File: src/rtl/bp_repair_sequencer_pkg.sv
// Shared types and sizes for the branch-predictor repair sequencer.
package bp_repair_sequencer_pkg;

    localparam int RA_W = 4;
    localparam int CP_W = 32;

    typedef struct packed {
        logic [RA_W-1:0] action;
        logic [CP_W-1:0] cp;
        logic [31:0]     vaddr;
        logic            take;
        logic [31:0]     dest;
    } rep_entry_t;

    typedef enum logic {
        ST_IDLE  = 1'b0,
        ST_ISSUE = 1'b1
    } rs_state_t;

endpackage

File: src/rtl/bp_repair_sequencer_lowbit_sel.sv
// Lowest-set-bit picker: returns a one-hot of the lowest set bit of mask_i, zero if none.
module rs_lowbit_sel #(
    parameter int W = 4
) (
    input  logic [W-1:0] mask_i,
    output logic [W-1:0] sel_o
);

    logic found;

    // Scan from bit 0 upward and keep only the first hit.
    always_comb begin
        sel_o = '0;
        found = 1'b0;
        for (int i = 0; i < W; i++) begin
            if (mask_i[i] && !found) begin
                sel_o[i] = 1'b1;
                found    = 1'b1;
            end
        end
    end

endmodule

File: src/rtl/bp_repair_sequencer.sv
// Repair sequencer: arbitrates SBA/BSC repair requests and applies each accepted repair
// one predictor table per cycle over a shared write port.
//
//  state    | meaning
//  ---------+-----------------------------------------------------------
//  ST_IDLE  | no table write outstanding; active register may be loaded
//  ST_ISSUE | rep_valid_o high, rep_sel_o is the table being written
module bp_repair_sequencer
    import bp_repair_sequencer_pkg::*;
(
    input  logic            clk,
    input  logic            rst,
    input  logic            sba_valid_i,
    input  logic [RA_W-1:0] sba_action_i,
    input  logic [CP_W-1:0] sba_cp_i,
    input  logic [31:0]     sba_vaddr_i,
    input  logic            sba_take_i,
    input  logic [31:0]     sba_dest_i,
    input  logic            bsc_valid_i,
    input  logic [RA_W-1:0] bsc_action_i,
    input  logic [CP_W-1:0] bsc_cp_i,
    input  logic [31:0]     bsc_vaddr_i,
    input  logic            bsc_take_i,
    input  logic [31:0]     bsc_dest_i,
    output logic            bsc_ready_o,
    output logic            rep_valid_o,
    output logic [RA_W-1:0] rep_sel_o,
    output logic [CP_W-1:0] rep_cp_o,
    output logic [31:0]     rep_vaddr_o,
    output logic            rep_take_o,
    output logic [31:0]     rep_dest_o,
    input  logic            rep_ready_i,
    output logic            busy_o
);

    rs_state_t       state_q;
    rep_entry_t      act_q;
    logic [RA_W-1:0] mask_q;
    logic [RA_W-1:0] sel_q;
    rep_entry_t      bsc_q;
    logic            bsc_pend_q;

    rep_entry_t      sba_entry;
    rep_entry_t      bsc_entry;
    rep_entry_t      load_entry;
    logic            bsc_fire;
    logic            issue_ack;
    logic [RA_W-1:0] mask_left;
    logic            can_load;
    logic            load_en;
    logic            load_from_pend;
    logic            load_bypass;
    logic [RA_W-1:0] mask_d;
    logic [RA_W-1:0] sel_d;

    assign sba_entry = '{action: sba_action_i, cp: sba_cp_i, vaddr: sba_vaddr_i,
                         take: sba_take_i, dest: sba_dest_i};
    assign bsc_entry = '{action: bsc_action_i, cp: bsc_cp_i, vaddr: bsc_vaddr_i,
                         take: bsc_take_i, dest: bsc_dest_i};

    // Arbitration and next remaining-mask: SBA always wins, then the held BSC entry,
    // then a fresh BSC request bypassing the slot when the active register is free.
    always_comb begin
        bsc_fire       = bsc_valid_i && !bsc_pend_q && !sba_valid_i;
        issue_ack      = (state_q == ST_ISSUE) && rep_ready_i;
        mask_left      = mask_q & ~sel_q;
        can_load       = (state_q == ST_IDLE) || (issue_ack && (mask_left == '0));
        load_from_pend = !sba_valid_i && can_load && bsc_pend_q;
        load_bypass    = !sba_valid_i && can_load && bsc_fire;
        load_en        = sba_valid_i || load_from_pend || load_bypass;
        load_entry     = bsc_entry;
        if (sba_valid_i) begin
            load_entry = sba_entry;
        end else if (load_from_pend) begin
            load_entry = bsc_q;
        end
        mask_d = mask_q;
        if (load_en) begin
            mask_d = load_entry.action;
        end else if (issue_ack) begin
            mask_d = mask_left;
        end
    end

    rs_lowbit_sel #(.W(RA_W)) u_lowbit (
        .mask_i (mask_d),
        .sel_o  (sel_d)
    );

    // Sequencer FSM, BSC holding slot and active repair register.
    always_ff @(posedge clk) begin
        if (rst) begin
            state_q    <= ST_IDLE;
            act_q      <= '0;
            mask_q     <= '0;
            sel_q      <= '0;
            bsc_q      <= '0;
            bsc_pend_q <= 1'b0;
        end else begin
            if (sba_valid_i || load_from_pend) begin
                bsc_pend_q <= 1'b0;
            end else if (bsc_fire && !load_bypass) begin
                bsc_pend_q <= 1'b1;
                bsc_q      <= bsc_entry;
            end

            if (load_en) begin
                act_q   <= load_entry;
                mask_q  <= mask_d;
                sel_q   <= sel_d;
                state_q <= (mask_d != '0) ? ST_ISSUE : ST_IDLE;
            end else if (issue_ack) begin
                mask_q  <= mask_d;
                sel_q   <= sel_d;
                state_q <= (mask_d != '0) ? ST_ISSUE : ST_IDLE;
            end
        end
    end

    assign rep_valid_o = (state_q == ST_ISSUE);
    assign rep_sel_o   = sel_q;
    assign rep_cp_o    = act_q.cp;
    assign rep_vaddr_o = act_q.vaddr;
    assign rep_take_o  = act_q.take;
    assign rep_dest_o  = act_q.dest;
    assign bsc_ready_o = !bsc_pend_q;
    assign busy_o      = (state_q == ST_ISSUE) || bsc_pend_q;

endmodule

File: config.mk
export PLATFORM = sky130hd
export DESIGN_NAME = bp_repair_sequencer
export DESIGN_NICKNAME = d
export VERILOG_FILES = /design/src/rtl/bp_repair_sequencer_pkg.sv /design/src/rtl/bp_repair_sequencer_lowbit_sel.sv /design/src/rtl/bp_repair_sequencer.sv
export SDC_FILE = /design/constraint.sdc
export NUM_CORES = 1
export LEC_CHECK = 0
export CAP_MARGIN = 10
export CORE_MARGIN = 2
export CORE_UTILIZATION = 43
export DETAILED_ROUTE_END_ITERATION = 7
export PLACE_DENSITY = 0.85
export SYNTH_ARGS = -nofsm -noshare
export SYNTH_HDL_FRONTEND = slang
export SYNTH_SLANG_ARGS = --single-unit
File: constraint.sdc
create_clock -name clk -period 5.9 [get_ports clk]
set_input_delay 0.885 -clock clk [delete_from_list [all_inputs] [get_ports clk]]
set_output_delay 0.885 -clock clk [all_outputs]
set_load 0.02 [all_outputs]
==> impl_metrics.ini, run 1 <==
[floorplanning]
die-area_um2 = 22000
pin_count = 311
initial_core_util_pct = 44.0
std_cell_rows = 52
coreArea_um2 = 20400
die_w_um = 148
dieHeight_um = 148

[placement]
place_inst = 1563
place.gp.congestion = 0.832
dp_hpwl_um = 17600
io_buffer_count = 310

[layout]
syn_to_final_growth_pct = 43.2
num_antenna_cells = 0
drive_above_1_share_pct = 4.35
fin_cells = 1604
final_util_pct = 63.0
mostFrequentLayoutCell = nand2_1
final_nets = 1526
final_cell_mix = nand2_1 (309), clkdlybuf4s50_1 (308), dfxtp_1 (207)

[clocking]
clockRootBuffer = clkbuf_16
clk_pin_slew_worst_paths_ns = 0.06
cts_tree = yes
clock_path_buffers = 3
insertion_delay_ns = 0.50
cts_buffers = 23
cts.sinks = 207
postCtsHoldBufs = 0
post_cts_buffers = 0
cts_resized = 0
htree_num_levels = 1

[drt]
first_pass_iters = 5
via_per_inst = 5.40
wl_um = 26900
ant_nets = 0
drt_iter0_drc = 500
drc = 0
wl_per_cell_um = 16.8
vias = 8663

[logic_synthesis]
synthArstFlopShare_pct = 0
netlist_area_um2 = 8950
synth-edff-count = 0
syn_nets = 1275
yosys_warnings = 0
ys_seq_area_share_pct = 46.3
synth_cell_type_count = 39
ys_ff_latch = 207
syn_area_per_cell_um2 = 8.38
synthFlopType = dfxtp_1
syn_inst = 1068

[critical_path]
critPathLaunchType = input pin
path_cells = clkdlybuf4s50_1, inv_2, or4_1, a21o_4, buf_4, mux2i_1, o21ai_0, a22o_1
arrival_ns = 4.00
cp.required_ns = 6.28
slowest_stage = a21o_4
slowest_delay_ns = 0.80
path_class = in2reg
crit_path_end_kind = flop
crit_fanout = 57

[job]
maxCapViolations = 0

[power_and_ir_drop]
p_per_area_nw_per_um2 = 279
peakVddDrop_mv = 0.177
p_leak_nw = 5.43

[sta]
finClkSkew_ns = 0.0137
period_share_pct = 61.3
setup_violations = 0
slew_violations = 0
hold_slack_ns = 0.452
max_clock_freq_mhz = 276
relSlewSlack_pct = 18.3
setup_tns_ns = 0
tightest_slew_ns = 1.22
hold_viol = 0
rsz0062_at_grt = no
layout_min_cycle_time_ns = 3.62

[global_routing]
grt_remaining_overflow = 0
track_usage_pct = 23.4
grt_max_degree = 108
grt_pass1_vias = 8296
grt_pass1_wl_um = 42200
grt_antenna_before_repair = 0

[min_path]
hold_path_class = reg2reg

[run_status]
status = finished, final reports clean
Yosys cell counts, types with 2 or more instances:
| master | n | area [um2] |
|---|---|---|
| a21o_1 | 3 | 22.5 |
| a21oi_1 | 105 | 526 |
| a22o_1 | 97 | 850 |
| buf_1 | 2 | 7.51 |
| buf_2 | 15 | 75.1 |
| buf_6 | 4 | 45.0 |
| clkbuf_1 | 71 | 267 |
| dfxtp_1 | 207 | 4140 |
| mux2_2 | 2 | 22.5 |
| mux2i_1 | 97 | 971 |
| nand2_1 | 309 | 1160 |
| nand2b_1 | 2 | 12.5 |
| nand3_1 | 4 | 20.0 |
| nor2_1 | 8 | 30.0 |
| nor2b_1 | 5 | 31.3 |
| nor3_1 | 4 | 20.0 |
| nor3b_1 | 7 | 52.6 |
| o21ai_0 | 99 | 495 |
| o31ai_1 | 5 | 37.5 |
| o41ai_1 | 2 | 17.5 |
| or2_2 | 2 | 12.5 |
metrics by stage:
step / setup slack [ns] / area (um2) / total power, W
2_1_floorplan: 3.24 / 8950 / 0.00187
3_3_place_gp: 1.92 / 12100 / 0.00220
3_5_place_dp: 1.85 / 12100 / 0.00221
4_1_cts: 2.33 / 12800 / 0.00360
5_1_grt: 2.13 / 12800 / 0.00372
6_report: 2.28 / 12800 / 0.00358
critical path, delay by kind of cell:
family,cells,cell delay (ns)
mux,1,0.30
compound gates,3,1.12
simple gates,1,0.30
buf+inv,3,1.30
logic make-up after synthesis:
kind of cell / after synthesis / synth area share [%]
buf+inv: 95 / 4.57
flops: 207 / 46.3
simple gates: 346 / 15.3
compound gates: 321 / 22.7
mux: 99 / 11.1
layer usage:
layer	wire length, um	up-vias	track usage (%)	share of wire, %
li1	-	4206	-	-
met1	11600	4083	29.6	43
met2	12900	322	40.3	48
met3	1590	52	3.68	5.9
met4	848	0	8.43	3.2
met5	0	-	0	0
worst paths after layout:
kind / start / end / cells after the start / slack (ns)
worst max-delay path: rep_ready_i / rep_cp_o[28] / 8 / 2.28
worst min-delay path: bsc_q[66] / bsc_q[66] / 2 / 0.45
worst max register to register: mask_q[1] / rep_cp_o[28] / 7 / 2.58
worst min register to register: bsc_q[66] / bsc_q[66] / 2 / 0.45
flip-flops by register name, summed over array words and instances, names as in the netlist, 3 cells and up:
signal,count
rep_vaddr_o,32
bsc_q,101
rep_dest_o,32
rep_cp_o,32
rep_sel_o,3
mask_q,4
power breakdown:
group | switching (W) | internal, W
logic | 0.000317 | 0.000333
clock network | 0.000564 | 0.000826
registers | 0.0000524 | 0.00149
total | 0.000934 | 0.00264
area by class of cell:
class / count / area [um2]
clock buffers: 29 / 618
repair buffers: 319 / 3190
well taps: 270 / 338
fillers: 1708 / 7540
inverters: 2 / 7.51
multi-input cells: 766 / 4420
clock inverters: 11 / 105
flip-flops and latches: 207 / 4140
Note: power is estimated with default switching activity, not from simulation.
==> run 2: changes to the inputs <==
Settings changed: CORE_UTILIZATION 43 to 41.
Clock period 5.9 ns to 3 ns, I/O delays scaled along.
==> impl_metrics.ini, run 2 (same netlist as run 1, synthesis figures left out) <==
[run_status]
status = finished, final reports clean

[sta]
finClkSkew_ns = 0.0194
rsz0062_at_grt = no
period_share_pct = 85.6
relSlewSlack_pct = 48.0
layout_min_cycle_time_ns = 2.57
max_clock_freq_mhz = 389
hold_viol = 0
setup_violations = 0
tightest_slew_ns = 0.781
worst_slack_ns = 0.433
slew_violations = 0

[clocking]
clockRootBuffer = clkbuf_16
post_cts_buffers = 0
clock_path_buffers = 3
postCtsHoldBufs = 0
clk_pin_slew_worst_paths_ns = 0.06
htree_num_levels = 1
insertion_delay_ns = 0.50
cts.sinks = 207
cts_resized = 0
cts_buffers = 23
cts_tree = yes

[critical_path]
reg2reg_slack_ns = 0.50
critPathLaunchType = input pin
reg2regPathDepth = 6
crit_fanout = 9
slowest_stage = or4_1
r2r-end = rep_sel_o[3]
slowest_delay_ns = 0.71
arrival_ns = 3.00
cp.required_ns = 3.43
path_class = in2reg
r2r_start = mask_q[1]
crit_path_end_kind = flop
path_cells = clkdlybuf4s50_1, inv_2, or4_1, o311ai_1, nand2_1, a211oi_1, a21boi_1

[placement]
dp_hpwl_um = 18600
place.gp.congestion = 0.834
post-place-ws_ns = -0.00889
place_inst = 1584
dpl-instance-area_um2 = 12300
io_buffer_count = 310

[floorplanning]
dieHeight_um = 152
coreArea_um2 = 21600
std_cell_rows = 54
die-area_um2 = 23000
die_w_um = 152
initial_core_util_pct = 41.4
pin_count = 311

[drt]
drt_iter0_drc = 437
first_pass_iters = 5
drc = 0
wl_per_cell_um = 17.1
vias = 8771
wl_um = 27800
via_per_inst = 5.40
ant_nets = 0

[power_and_ir_drop]
p_leak_nw = 5.51
internal_power_w = 0.00530
sw_frac_of_total_pct = 26.1
p_seq_share_pct = 42.1
p_per_area_nw_per_um2 = 550
peakVddDrop_mv = 0.383
power_frac_comb_pct = 18.2
p_sw_w = 0.00188
p_clk_share_pct = 39.7

[min_path]
hold_path_class = in2reg
worstHoldPathCells = 2
min_to = bsc_q[1]
hold_start = rst

[layout]
largest-register = bsc_q
mostFrequentLayoutCell = nand2_1
fin_cells = 1625
final_nets = 1536
num_antenna_cells = 0
drive_above_1_share_pct = 5.13
final_cell_mix = nand2_1 (309), clkdlybuf4s50_1 (308), dfxtp_1 (207)
fillers = 1807
syn_to_final_growth_pct = 45.9
area.sequential_um2 = 4140
largest_register_ffs = 101
multi_input_area_um2 = 4420
final_cell_area_um2 = 13100

[global_routing]
grt_antenna_before_repair = 0
grt_pass1_vias = 8448
track_usage_pct = 22.5
grt_max_degree = 89
grt_pass1_wl_um = 42000
grt_remaining_overflow = 0

[job]
maxCapViolations = 0
-- run 2: cell types whose count changed in the layout (fill, tap and decap cells not counted) --
cell        change
buf_8           -1
buf_4           +2
clkbuf_8        +3
clkinvlp_4      +5
buf_12          +9
clkinv_2        -7
-- run 2: per-layer routing --
| metal | track usage [%] | vias up | part of all wire, % |
|---|---|---|---|
| li1 | - | 4230 | - |
| met1 | 27.0 | 4147 | 41 |
| met2 | 39.7 | 322 | 49 |
| met3 | 4.04 | 72 | 6.6 |
| met4 | 9.26 | 0 | 3.8 |
| met5 | 0 | - | 0 |
-- run 2: worst max path at each step --
| stage | end | start |
|---|---|---|
| floorplan | rep_vaddr_o[10] | rep_sel_o[1] |
| global placement | rep_valid_o | rep_ready_i |
| detailed placement | rep_sel_o[3] | rep_ready_i |
| CTS | rep_sel_o[3] | rep_ready_i |
| global route | rep_sel_o[3] | rep_sel_o[1] |
| finish | rep_sel_o[3] | rep_ready_i |
-- run 2: layout make-up --
type	instances	share of cell area, %
inverter	2	0.0575
tap	280	2.68
clock inverter	9	0.824
sequential	207	31.7
clock buffer	32	5.05
timing repair buffer	329	25.8
multi-input combinational	766	33.9
-- run 2: critical path: cells and delay by family --
family	cells	cell delay, ns
AND/OR/NAND/NOR	2	0.85
buffers and inverters	2	0.60
AO/OA/AOI/OAI	3	1.10
-- run 2: per-stage QoR --
stage	hold WS (ns)	utilization (%)	total power, W	TNS, ns
floorplan	0.436	-	0.00368	0
global placement	0.441	56.9	0.00435	0
detailed placement	0.446	56.9	0.00438	-0.00889
CTS	0.410	60.4	0.00724	0
global route	0.433	60.4	0.00746	0
finish	0.427	60.4	0.00718	0
-- run 2: power groups by stage --
| stage | combinational [W] | sequential (W) | clock, W |
|---|---|---|---|
| floorplan | 0.000474 | 0.00321 | 0 |
| global placement | 0.00127 | 0.00308 | 0 |
| detailed placement | 0.00130 | 0.00308 | 0 |
| CTS | 0.00131 | 0.00302 | 0.00291 |
| global route | 0.00141 | 0.00304 | 0.00301 |
| finish | 0.00131 | 0.00302 | 0.00285 |
==> run 3: changes to the inputs <==
Settings changed: TNS_END_PERCENT set to 1.
==> results of run 3 <==
No change in the layout: final DEF, timing and power equal those of run 2.
